==> src/rtl/freq_div_prog.sv <==
//-----------------------------------------------------------------------------
// freq_div_prog
//
// Programmable clock divider. Divides clk by a runtime divisor P in
// 1..2^WIDTH-1 (even or odd). New divisors are captured into a shadow
// register and only become active at a period boundary, so the output never
// produces a runt pulse. P = 1 bypasses the counter (out = clk & enable);
// P = 0 parks the block idle with out low.
//
// Optional feature: define FREQ_DIV_ODD_DUTY50_EN to add a falling-edge
// stage that trims the high phase of odd divisors (P >= 3) to exactly P/2
// clocks, giving a 50% duty cycle. Without it, odd P is high (P+1)/2 clocks.
//
// Parameters:
//   WIDTH     - width of the divisor and period counter
//   RESET_DIV - divisor held in shadow and active registers after reset
//
// Ports:
//   clk     in   reference clock
//   reset_n in   asynchronous active-low reset
//   enable  in   count enable; when low all period state freezes
//   load    in   one-cycle strobe capturing p_in into the shadow divisor
//   p_in    in   new divisor value [WIDTH]
//   out     out  divided clock
//   tick    out  registered one-cycle pulse on the first cycle of a period
//   active  out  high when the active divisor is non-zero
//-----------------------------------------------------------------------------
module freq_div_prog #(
    parameter int WIDTH     = 8,
    parameter int RESET_DIV = 0
) (
    input  logic             clk,
    input  logic             reset_n,
    input  logic             enable,
    input  logic             load,
    input  logic [WIDTH-1:0] p_in,
    output logic             out,
    output logic             tick,
    output logic             active
);

    localparam logic [WIDTH-1:0] RESET_P = WIDTH'(RESET_DIV);

    logic [WIDTH-1:0] p_shadow_q, p_shadow_d;
    logic [WIDTH-1:0] p_active_q, p_active_d;
    logic [WIDTH-1:0] cnt_q,      cnt_d;
    logic             out_q,      out_d;
    logic             tick_q,     tick_d;
    // Set by reset so the first enabled edge opens a fresh period with a tick,
    // even though cnt starts at 0 rather than at p_active-1.
    logic             start_q,    start_d;

    logic [WIDTH-1:0] p_nxt;
    logic             boundary;
    logic [WIDTH:0]   half;     // ceil(p_active/2), one bit wider: no overflow at all-ones
    logic [WIDTH:0]   cnt_inc;

    always_comb begin
        // NOTE: every variable gets a default first so no path leaves one
        // unassigned, which would otherwise infer a latch.
        p_shadow_d = load ? p_in : p_shadow_q;
        p_active_d = p_active_q;
        cnt_d      = cnt_q;
        out_d      = out_q;
        tick_d     = 1'b0;
        start_d    = start_q;

        // A load coincident with a boundary takes effect at that boundary.
        p_nxt   = load ? p_in : p_shadow_q;
        half    = ({1'b0, p_active_q} + (WIDTH+1)'(1)) >> 1;
        cnt_inc = {1'b0, cnt_q} + (WIDTH+1)'(1);

        boundary = enable && (start_q || (p_active_q == '0) ||
                              (cnt_q == p_active_q - WIDTH'(1)));

        if (boundary) begin
            start_d    = 1'b0;
            p_active_d = p_nxt;
            cnt_d      = '0;
            out_d      = (p_nxt != '0);
            tick_d     = (p_nxt != '0);
        end else if (enable) begin
            cnt_d = cnt_inc[WIDTH-1:0];
            out_d = (cnt_inc < half);
        end
    end

    // NOTE: sequential state uses non-blocking assignments only, so every
    // flop samples the pre-edge values computed above.
    always_ff @(posedge clk or negedge reset_n) begin
        if (!reset_n) begin
            p_shadow_q <= RESET_P;
            p_active_q <= RESET_P;
            cnt_q      <= '0;
            out_q      <= 1'b0;
            tick_q     <= 1'b0;
            start_q    <= 1'b1;
        end else begin
            p_shadow_q <= p_shadow_d;
            p_active_q <= p_active_d;
            cnt_q      <= cnt_d;
            out_q      <= out_d;
            tick_q     <= tick_d;
            start_q    <= start_d;
        end
    end

`ifdef FREQ_DIV_ODD_DUTY50_EN
    // Half-cycle delayed copy of out_q; ANDing trims half a clock off the
    // high phase of odd divisors.
    logic out_neg_q, out_neg_d;
    logic odd_div;

    assign out_neg_d = out_q;
    assign odd_div   = p_active_q[0] && (p_active_q != WIDTH'(1));

    always_ff @(negedge clk or negedge reset_n) begin
        if (!reset_n) begin
            out_neg_q <= 1'b0;
        end else begin
            out_neg_q <= out_neg_d;
        end
    end
`endif

    always_comb begin
        if (p_active_q == '0) begin
            out = 1'b0;
        end else if (p_active_q == WIDTH'(1)) begin
            // Bypass: the counter cannot produce a full-rate clock.
            out = clk & enable;
`ifdef FREQ_DIV_ODD_DUTY50_EN
        end else if (odd_div) begin
            out = out_q & out_neg_q;
`endif
        end else begin
            out = out_q;
        end
    end

    assign tick   = tick_q;
    assign active = (p_active_q != '0);

endmodule

==> config.mk <==
export PLATFORM = sky130hd
export DESIGN_NAME = freq_div_prog
export DESIGN_NICKNAME = d
export VERILOG_FILES = /design/src/rtl/freq_div_prog.sv
export SDC_FILE = /design/constraint.sdc
export NUM_CORES = 1
export LEC_CHECK = 0
export ABC_CLOCK_PERIOD_IN_PS = 3800
export BUFFER_PORTS_ARGS = -buffer_cell sky130_fd_sc_hd__clkbuf_2
export CAP_MARGIN = 5
export CORE_ASPECT_RATIO = 1.75
export CORE_MARGIN = 2
export CORE_UTILIZATION = 47
export CTS_CLUSTER_SIZE = 24
export DETAILED_ROUTE_END_ITERATION = 7
export PLACE_DENSITY = 0.65
export REMOVE_ABC_BUFFERS = 1
export SETUP_SLACK_MARGIN = 0.15
export SYNTH_ARGS = -nofsm -noshare
export SYNTH_HDL_FRONTEND = slang
export SYNTH_SLANG_ARGS = --single-unit
==> constraint.sdc <==
create_clock -name clk -period 3.8 [get_ports clk]
set_clock_uncertainty 0.2 [all_clocks]
set_input_delay 0 -clock clk [delete_from_list [all_inputs] [get_ports clk]]
set_output_delay 0 -clock clk [all_outputs]
set_load 0.05 [all_outputs]
---- Word-level counts from Yosys, hierarchy flattened ----
Index checks and enable logic that the tools add are counted.
word-level totals
  ROM bits ................................ 0
  logic and storage cells ................. 28
  output and inout bits ................... 3
  RAM bits ................................ 0
  bits in latches ......................... 0
  input bits .............................. 12
  memories ................................ 0
  register bits ........................... 27
cells by class
  add/subtract/negate cells ............... 3
  $mul .................................... 0
  shift operators ......................... 0
  order comparisons ....................... 1
  bitwise logic cells ..................... 1
  div/mod/pow operators ................... 0
  multiplexer cells ....................... 8
  equal/unequal tests ..................... 2
  reduce and logical (&&, ||, !) cells .... 7
operators by type and width
  cell                 count
  $mux 8               3
  $add 8x1->9 const B  2
  $reduce_bool 8->1    2
  $lt 9x8->1           1
  $eq 8x1->1 const B   1
  $eq 8x8->1           1
  $logic_not 8->1      1
  $sub 8x1->8 const B  1
  $mux 1               5
  $logic_or 1x1->1     2
  $reduce_bool 2->1    1
  $and 1x1->1          1
  $logic_and 1x1->1    1

---- Logic depth before layout (Yosys ltp) ----
  depth after elaboration ................. 5
  depth in mapped cells ................... 12
  mapped depth without buffers ............ 11

==> flow_summary.json <==
{
  "antenna_left": 0,
  "die_x_um": 51.6,
  "drt-pass1-iter-count": 4,
  "p_leak_nw": 0.993,
  "slew_viol_final": 0,
  "switching_share_pct": 43.4,
  "tightest_slew_ps": 655,
  "setup_viol": 0,
  "synthCells": 181,
  "reg2reg_to": "out_q",
  "hold_ws_ps": 28.2,
  "hold_path_class": "in2reg",
  "yosys.area_share.simple_pct": 17.1,
  "yosysWarnings": 0,
  "pre_cts_slack_ps": 1030,
  "synth.area.mux_share_pct": 11.8,
  "power_mw": 1.61,
  "fin_nets": 238,
  "p_seq_share_pct": 32.9,
  "cts_tree": "built",
  "fillCellCount": 355,
  "clk_pin_slew_ps": 100,
  "vias": 1523,
  "wl_per_cell_um": 17.8,
  "syn_area_per_cell_um2": 10.3,
  "status": "finished, final reports clean",
  "netlist_area_um2": 1870,
  "grt_pass1_wl_um": 8110,
  "synth_fa_ha_area_share_pct": 8.05,
  "hold_viol": 0,
  "cp-startpoint": "p_active_q[0]",
  "ys_types": 47,
  "synth_compound_area_share_pct": 13.7,
  "synth_edf_count": 0,
  "worstHoldEndpoint": "p_active_q[2]",
  "cp_max_fo": 8,
  "grt_pass1_vias": 1724,
  "clockPowerShare_pct": 18.9,
  "power_density_nw_per_um2": 720,
  "die_h_um": 87.3,
  "ys_seq_elements": 27,
  "post_cts_buffers": 0,
  "post_dp_cell_area_um2": 1950,
  "required_ps": 3910,
  "portBuffers": 14,
  "slew_headroom_pct": 56.3,
  "n_antenna_cell": 0,
  "rsz0062_at_grt": "false",
  "ios": 15,
  "pwr-share-comb_pct": 48.1,
  "dieArea_um2": 4510,
  "maxCapViolations": 0,
  "synth_top_family_by_area": "simple AND/OR/NAND/NOR gates",
  "synthFlopType": "dfrtp_1",
  "period_share_pct": 76.1,
  "r2r_slack_ps": 910,
  "num_rows": 30,
  "drt_wl_total_um": 4640,
  "via_per_inst": 5.84,
  "rr_worst_depth": 11,
  "async_flop_share_pct": 100,
  "fin_util_pct": 58.5,
  "post-route-drc-count": 0,
  "hpwlAfterDp_um": 3280,
  "cp-end-kind": "flip-flop",
  "net-switching-power_uw": 700,
  "crit-reg2reg-launch": "p_active_q[0]",
  "grt_overflow": 0,
  "stdcell_area_um2": 2240,
  "core-area_um2": 3830,
  "vdd_drop_max_v": 0.000397,
  "worstSetupStartpointType": "flip-flop",
  "setup_tns_ps": 0,
  "fin_ws_ps": 909,
  "grt.total_usage_pct": 24.8,
  "dp_cells": 234,
  "antenna_found_initial": 0,
  "synth_xor_area_share_pct": 8.92,
  "p_int_uw": 912,
  "gp_congestion": 0.953,
  "arrival_ps": 3000,
  "critical_path_class": "reg2reg",
  "min_from": "load",
  "drt_iter0_markers": 28,
  "hold_path_depth": 3,
  "grt_max_degree": 20,
  "clk_latency_ps": 390,
  "period_needed_ps": 2890,
  "area_delta_synth_final_pct": 20.1,
  "start_util_pct": 48.7,
  "yosysSeqAreaShare_pct": 36.3,
  "drive_above_1_share_pct": 22.1,
  "clock.fmax_mhz": 346,
  "final_cells": 261
}
-- state kept, by name, indices dropped and copies added (netlist names) --
name,count
out_q,1
tick,1
cnt_q,8
start_q,1
p_shadow_q,8
p_active_q,8
-- Yosys cell counts (all sizes together) (3+ instances only) --
cell type / instances / share of area (%)
nand3: 12 / 3.5
mux2: 16 / 11
o2bb2ai: 6 / 2.8
o21ai: 5 / 1.9
inv: 8 / 1.6
dfrtp: 26 / 35
nand4: 5 / 1.7
a211oi: 3 / 1.2
and3: 3 / 1.0
clkbuf: 6 / 1.3
nor4: 3 / 1.3
nor2: 8 / 1.6
nand2b: 3 / 1.0
xnor2: 11 / 5.2
nor3: 4 / 1.1
xor2: 8 / 3.8
ha: 12 / 8.0
nand2: 9 / 1.8
buf: 3 / 1.1
-- power by group through the flow --
| stage | Combinational, mW | Clock (mW) | Sequential (mW) |
|---|---|---|---|
| 2_1_floorplan | 0.589 | 0.0440 | 0.492 |
| 5_1_grt | 0.864 | 0.327 | 0.549 |
| 6_report | 0.776 | 0.305 | 0.531 |
| 3_3_place_gp | 0.726 | 0.0530 | 0.526 |
| 4_1_cts | 0.772 | 0.312 | 0.525 |
| 3_5_place_dp | 0.742 | 0.0530 | 0.530 |
-- layer usage --
metal	global-route usage, %	share of wire, %	vias to the layer above	wire length, µm
met5	0	0	-	0
met2	46.0	59	29	2720
li1	-	-	722	-
met1	25.4	37	762	1710
met4	13.6	2.6	0	122
met3	3.78	2.0	10	94
-- worst max-delay path, cell delays in order, from the launching register on --
cell and delay [ps]:
dfrtp_1 510, inv_1 130, nor3_1 370, nand2_1 130, xnor2_1 150, ha_1 310
a21o_1 180, a211oi_1 220, o21ai_0 120, a211oi_1 230, a41oi_1 140, o21ai_0 120
-- layout by cell type, fill, tap and decap left out, types with 4 or more instances in the layout --
cell | Yosys | layout
dfrtp_1 | 26 | 26
nor2_1 | 8 | 8
xor2_1 | 8 | 8
clkbuf_8 | 0 | 6
inv_1 | 8 | 8
xnor2_1 | 11 | 11
dlygate4sd3_1 | 0 | 20
nand2_1 | 9 | 9
clkbuf_2 | 2 | 14
nand4_1 | 5 | 5
nand3_1 | 11 | 11
o21ai_0 | 4 | 4
nor3_1 | 4 | 4
o2bb2ai_1 | 6 | 6
mux2_2 | 8 | 8
mux2_4 | 8 | 8
ha_1 | 12 | 12
-- cells by family after synthesis --
| family | Yosys count |
|---|---|
| adder cells (fa/ha/maj) | 12 |
| AND/OR/NAND/NOR | 57 |
| buffers and inverters | 17 |
| multiplexers | 17 |
| XOR/XNOR | 19 |
| AO/OA/AOI/OAI | 32 |
| flip-flops | 27 |
-- what timing repair did --
action                    in CTS  in global routing
gates resized for setup        0                  0
hold buffers                  20                  0
hold endpoints to repair      53                  0
-- worst max path at each step --
stage | endpoint | slack, ps
floorplan | out | 1200
global placement | out_q | 1020
detailed placement | p_active_q[6] | 1030
CTS | out | 940
global route | out_q | 650
finish | out_q | 910
-- area by class of cell --
type	count	area, µm²	share of cell area (%)
clock inverter	1	7.51	0.335
multi-input combinational	137	1110	49.7
inverter	8	30.0	1.34
sequential	27	677	30.2
tap	48	60.1	2.68
clock buffer	7	87.6	3.91
timing repair buffer	33	265	11.8
(Power assumes the default switching activity.)
